## config.mk

```make
export PLATFORM = sky130hd
export DESIGN_NAME = ifu_fetch
export DESIGN_NICKNAME = d
export VERILOG_FILES = /design/src/rtl/ifu_fetch.sv
export SDC_FILE = /design/constraint.sdc
export NUM_CORES = 1
export LEC_CHECK = 0
export CORE_MARGIN = 3
export CORE_UTILIZATION = 51
export CTS_BUF_LIST = sky130_fd_sc_hd__clkbuf_4
export DETAILED_ROUTE_END_ITERATION = 16
export PLACE_DENSITY = 0.89
export SLEW_MARGIN = 20
export SYNTH_ARGS = -nofsm -noshare
export SYNTH_HDL_FRONTEND = slang
export SYNTH_SLANG_ARGS = --single-unit
export TNS_END_PERCENT = 5
```

## constraint.sdc

```tcl
create_clock -name i_clk -period 9.31 [get_ports i_clk]
set_input_delay 1.3965 -clock i_clk [delete_from_list [all_inputs] [get_ports i_clk]]
set_output_delay 1.3965 -clock i_clk [all_outputs]
set_load 0.005 [all_outputs]
```

## src/rtl/ifu_fetch.sv

```systemverilog
// rtl/ifu_fetch.sv - instruction fetch unit: PC, imem handshake, next-PC selection
module ifu_fetch #(
    parameter logic [31:0] RESET_PC     = 32'h0000_3000,
    parameter int unsigned IMEM_TIMEOUT = 16
) (
    input  logic        i_clk,
    input  logic        i_rst_n,
    output logic        o_imem_req,
    output logic [31:0] o_imem_addr,
    input  logic        i_imem_ack,
    input  logic [31:0] i_imem_rdata,
    output logic [31:0] o_instr,
    output logic [5:0]  o_op,
    output logic [5:0]  o_order_func,
    output logic        o_instr_valid,
    input  logic        i_instr_done,
    input  logic        i_beq,
    input  logic        i_j,
    input  logic        i_jal,
    input  logic        i_jr,
    input  logic        i_zero,
    input  logic [31:0] i_jr_target,
    output logic [31:0] o_pc,
    output logic [31:0] o_pc_plus4,
    output logic        o_fetch_err
);

    localparam int unsigned CW = $clog2(IMEM_TIMEOUT + 1);
    // Counter value seen in the last FETCH cycle allowed before giving up
    localparam logic [CW-1:0] C_LAST = CW'(IMEM_TIMEOUT - 1);

    typedef enum logic [1:0] {
        S_IDLE  = 2'd0,
        S_FETCH = 2'd1,
        S_EXEC  = 2'd2,
        S_HALT  = 2'd3
    } state_t;

    state_t        r_state;
    logic [31:0]   r_pc;
    logic [31:0]   r_instr;
    logic          r_req;
    logic          r_valid;
    logic          r_err;
    logic [CW-1:0] r_cnt;

    logic [31:0]   w_pc_plus4;
    logic [31:0]   w_br_off;
    logic [31:0]   w_jump_tgt;
    logic [31:0]   w_next_pc;
    logic          w_jr_misaligned;

    assign w_pc_plus4      = r_pc + 32'd4;
    assign w_br_off        = {{14{r_instr[15]}}, r_instr[15:0], 2'b00};
    assign w_jump_tgt      = {w_pc_plus4[31:28], r_instr[25:0], 2'b00};
    assign w_jr_misaligned = i_jr && (i_jr_target[1:0] != 2'b00);

    // Next-PC select: jr beats j/jal beats taken beq beats fall-through
    always_comb begin
        w_next_pc = w_pc_plus4;
        if (i_jr) begin
            w_next_pc = {i_jr_target[31:2], 2'b00};
        end else if (i_j || i_jal) begin
            w_next_pc = w_jump_tgt;
        end else if (i_beq && i_zero) begin
            w_next_pc = w_pc_plus4 + w_br_off;
        end
    end

    // Fetch/execute sequencer; all handshake outputs are registered
    always_ff @(posedge i_clk or negedge i_rst_n) begin
        if (!i_rst_n) begin
            r_state <= S_IDLE;
            r_pc    <= RESET_PC;
            r_instr <= 32'h0;
            r_req   <= 1'b0;
            r_valid <= 1'b0;
            r_err   <= 1'b0;
            r_cnt   <= '0;
        end else begin
            case (r_state)
                S_IDLE: begin
                    r_state <= S_FETCH;
                    r_req   <= 1'b1;
                    r_cnt   <= '0;
                end
                S_FETCH: begin
                    if (i_imem_ack) begin
                        r_instr <= i_imem_rdata;
                        r_valid <= 1'b1;
                        r_req   <= 1'b0;
                        r_state <= S_EXEC;
                    end else if (r_cnt == C_LAST) begin
                        r_cnt   <= r_cnt + CW'(1);
                        r_err   <= 1'b1;
                        r_req   <= 1'b0;
                        r_state <= S_HALT;
                    end else begin
                        r_cnt <= r_cnt + CW'(1);
                    end
                end
                S_EXEC: begin
                    if (i_instr_done) begin
                        r_pc    <= w_next_pc;
                        r_valid <= 1'b0;
                        r_cnt   <= '0;
                        r_req   <= 1'b1;
                        r_state <= S_FETCH;
                        if (w_jr_misaligned) begin
                            r_err <= 1'b1;
                        end
                    end
                end
                default: begin
                    // HALT: frozen until reset
                    r_req   <= 1'b0;
                    r_valid <= 1'b0;
                end
            endcase
        end
    end

    assign o_imem_req    = r_req;
    assign o_imem_addr   = r_pc;
    assign o_instr       = r_instr;
    assign o_op          = r_instr[31:26];
    assign o_order_func  = r_instr[5:0];
    assign o_instr_valid = r_valid;
    assign o_pc          = r_pc;
    assign o_pc_plus4    = w_pc_plus4;
    assign o_fetch_err   = r_err;

endmodule

```

==> implementation parameters <==
Parameter                              Value

STA
  Max-slew headroom ... 38.0%
  Clock Skew ... 0.0270 ns
  Clock period minus final worst setup slack ... 4.63 ns
  Setup violation total in the final timing report ... 0
  Final setup TNS ... 0 ns
  Fin Hold WS ... 0.487 ns
  Max Slew Vio Count ... 0
  Max Clock Freq ... 0.216 GHz
  Slew at the pin closest to its max-slew limit ... 0.931 ns
  Period Utilization, post-route ... 49.7%
  Unrepaired setup endpoints after global routing ... no
  Final hold violation count ... 0

Floorplanning
  Core area ... 11500 sq um
  Chip Width ... 115 microns
  Initial core utilization ... 52.4%
  Number of placement rows ... 39
  Top-level port count ... 216
  Die outline area ... 13200 sq um
  Vertical extent of the die ... 115 microns

Global route
  Most Crowded Layer GR ... met2
  Largest net degree at the start of global routing ... 73
  Wire length of the first global-routing pass ... 30.2 mm
  Remaining global-route overflow ... 0
  M2 GR Usage ... 48.2%
  Antenna violations before repair ... 0
  Met1 Resource Use GR ... 37.9%
  Number of global-route vias before repair ... 5853
  Global Route met3 Usage ... 6.53%
  Overall track demand over capacity in global routing ... 29.1%

Synth
  Post-Syn Instances ... 712
  Top cells by area in the synthesized netlist ... dfrtp_1 (29%), ha_1 (7.9%), buf_4 (6.0%), mux2_2 (6.0%), nand2_1 (5.1%)
  Area leader, netlist ... dfrtp_1
  Post-synth ARST share ... 100%
  Register area share after synthesis ... 29.9%
  Post-Synthesis Cell Area ... 6040 sq um
  Portion of synthesized cell area occupied by the leading cell type ... 29.0%
  Number of warnings issued by yosys ... 0
  Post-synth EDFFs ... 0
  Most frequently used flop master after synthesis ... dfrtp_1
  Number of different library cells in the post-synthesis netlist ... 73
  Library cell with the highest instance count after synthesis ... nand2_1
  Synthesized flop and latch total ... 72
  Top post-synthesis cells by count ... nand2_1 (82), dfrtp_1 (70), a21oi_1 (54), nor2_1 (54), buf_4 (48)
  Post-Synthesis Mean Instance Area ... 8.48 sq um

Routing
  Remaining antenna violation count after routing ... 0
  Overall via count from detail_route ... 6078
  Avg Vias per Cell ... 5.99
  Starting DRC count in detailed routing ... 525
  DR DRC count ... 0
  Post-detailed-routing wire length ... 19.4 mm
  DR pass1 iterations ... 5
  Drt wl/cell ... 19.2 microns

Hold path
  Classification of the worst-slack hold path ... flop to flop

Pwr
  Power density relative to cell area ... 367 nW/um^2
  Leakage dissipation ... 3.39 nW
  Worst IR drop on VDD ... 0.207 mV

Place
  Weighted congestion at the end of routability-driven global placement ... 0.991
  Post-detail-place hpwl ... 14.3 mm
  Instance area at placement ... 7900 sq um
  Port bufs ... 209

Clocking
  Number of levels the H-tree was split into ... 3
  Clock latency at the later pin of the worst-skew pair ... 0.46 ns
  Post-CTS setup-driven buffer insertion count ... 0
  Max Buffers Root-to-Sink ... 2
  Clock transition time at the flip-flop clock pins of the worst setup and hold paths ... 0.13 ns
  Cts bufs inserted ... 9
  Hold buffer count at CTS ... 0
  Count of instances resized after the clock tree is built ... 0
  CTS sink cnt ... 72
  Clock tree from TritonCTS ... yes
  CTS Root Cell ... clkbuf_4

Worst setup path
  Required time of the worst setup path ... 7.91 ns
  Launching element type of the critical path ... flop
  CP peak stage delay ... 0.59 ns
  Endpoint class of the critical path ... primary output
  Cell repeated most along the worst path ... and3_1
  Cell with the largest stage delay on the worst path ... dfstp_2
  Crit path kind ... flop to primary output
  Max FO, Critical Path ... 5
  Crit-path cells ... and3_1, and3_1, nand3_1, nor2_2, nand4_1, nor2_1, xor2_1, clkdlybuf4s50_1
  Critical Path AT ... 3.23 ns

Final layout
  Count of antenna diodes in the layout ... 0
  Final cell area excluding filler cells ... 8010 sq um
  Layout overhead on the synthesized area ... 32.7%
  Proportion of layout cells with a drive suffix above 1 ... 8.96%
  Total number of nets in the final design ... 979

Flow run
  Max-cap check violation count ... 0

Run status
  Run status ... complete, no violations
layout make-up:
cell class | count | area [sq um]
multi-input combinational | 559 | 3750
timing repair buffer | 215 | 2130
tap | 143 | 179
clock buffer | 10 | 75.1
clock inverter | 5 | 35.0
fill | 926 | 3500
sequential | 72 | 1800
inverter | 10 | 37.5
critical path: cells and delay by family, from the launching register on:
kind / cells / cell delay, ns
buffers and inverters: 1 / 0.58
XOR/XNOR: 1 / 0.36
flip-flops: 1 / 0.59
AND/OR/NAND/NOR: 6 / 1.23
where the power goes:
group / internal [mW] / switching (mW)
Sequential: 0.457 / 0.233
Combinational: 1.10 / 0.972
Clock: 0.0563 / 0.125
Total: 1.61 / 1.33
through the flow:
| step | power (mW) | cells | setup slack [ns] | utilization (%) |
|---|---|---|---|---|
| global route | 3.16 | 1014 | 4.40 | 69.6 |
| detailed placement | 2.72 | 999 | 5.15 | 68.6 |
| floorplan | 1.94 | 717 | 5.69 | - |
| CTS | 2.92 | 1014 | 4.70 | 69.6 |
| global placement | 2.69 | 999 | 5.29 | 68.6 |
| finish | 2.94 | 1014 | 4.68 | 69.6 |
cells in the final DEF (no fill, tap or decap), types with 6 or more instances in the layout:
cell             count
ha_1                38
nor2_1              53
clkdlybuf4s50_1    208
a21oi_1             54
nand2_1             82
and3_1              17
inv_1               10
a21o_1              18
nand3_1             20
nand4_1              7
nor3_1              10
clkbuf_4            10
o21ai_1             17
mux2_2              32
xnor2_1             27
a211oi_1            11
nand2b_1             6
dfrtp_1             70
o21ai_0             42
buf_4                7
xor2_1              23
conb_1               6
registers in the layout, indices dropped and copies added, names as in the netlist:
name / flops
o_instr: 32
o_imem_req: 1
r_cnt: 5
o_fetch_err: 1
o_imem_addr: 30
r_state: 2
o_instr_valid: 1
cell families (layout without fill, tap and decap cells):
family,count (synthesis),count (layout),share of synthesized area (%)
other,1,6,0.0621
AOI/OAI and AO/OA,202,202,21.6
muxes,36,36,6.63
DFF,72,72,29.9
xor gates and xnor gates,51,51,7.71
buffers and inverters,86,240,8.37
and+or+nand+nor,225,225,17.5
adders and majority gates,39,39,8.21
worst paths after layout:
| check | startpoint | endpoint | slack [ns] | cells after the start |
|---|---|---|---|---|
| max | o_imem_addr[13]$_DFFE_PN1P_ | o_pc_plus4[25] | 4.68 | 8 |
| min | o_fetch_err$_DFFE_PN0P_ | o_fetch_err$_DFFE_PN0P_ | 0.49 | 1 |
| max reg2reg | o_imem_addr[13]$_DFFE_PN1P_ | o_imem_addr[31]$_DFFE_PN0P_ | 5.05 | 17 |
| min reg2reg | o_fetch_err$_DFFE_PN0P_ | o_fetch_err$_DFFE_PN0P_ | 0.49 | 1 |
| max in group asynchronous | i_rst_n | o_instr[2]$_DFFE_PN0P_ | 7.64 | 1 |
| min in group asynchronous | i_rst_n | o_imem_addr[17]$_DFFE_PN0P_ | 1.07 | 1 |
layer usage:
| layer | wire length, microns | share of wire (%) |
|---|---|---|
| met5 | 0 | 0 |
| met3 | 1740 | 8.9 |
| met1 | 8080 | 42 |
| met2 | 9270 | 48 |
| met4 | 342 | 1.8 |
Note: power is estimated with default switching activity, not from simulation.
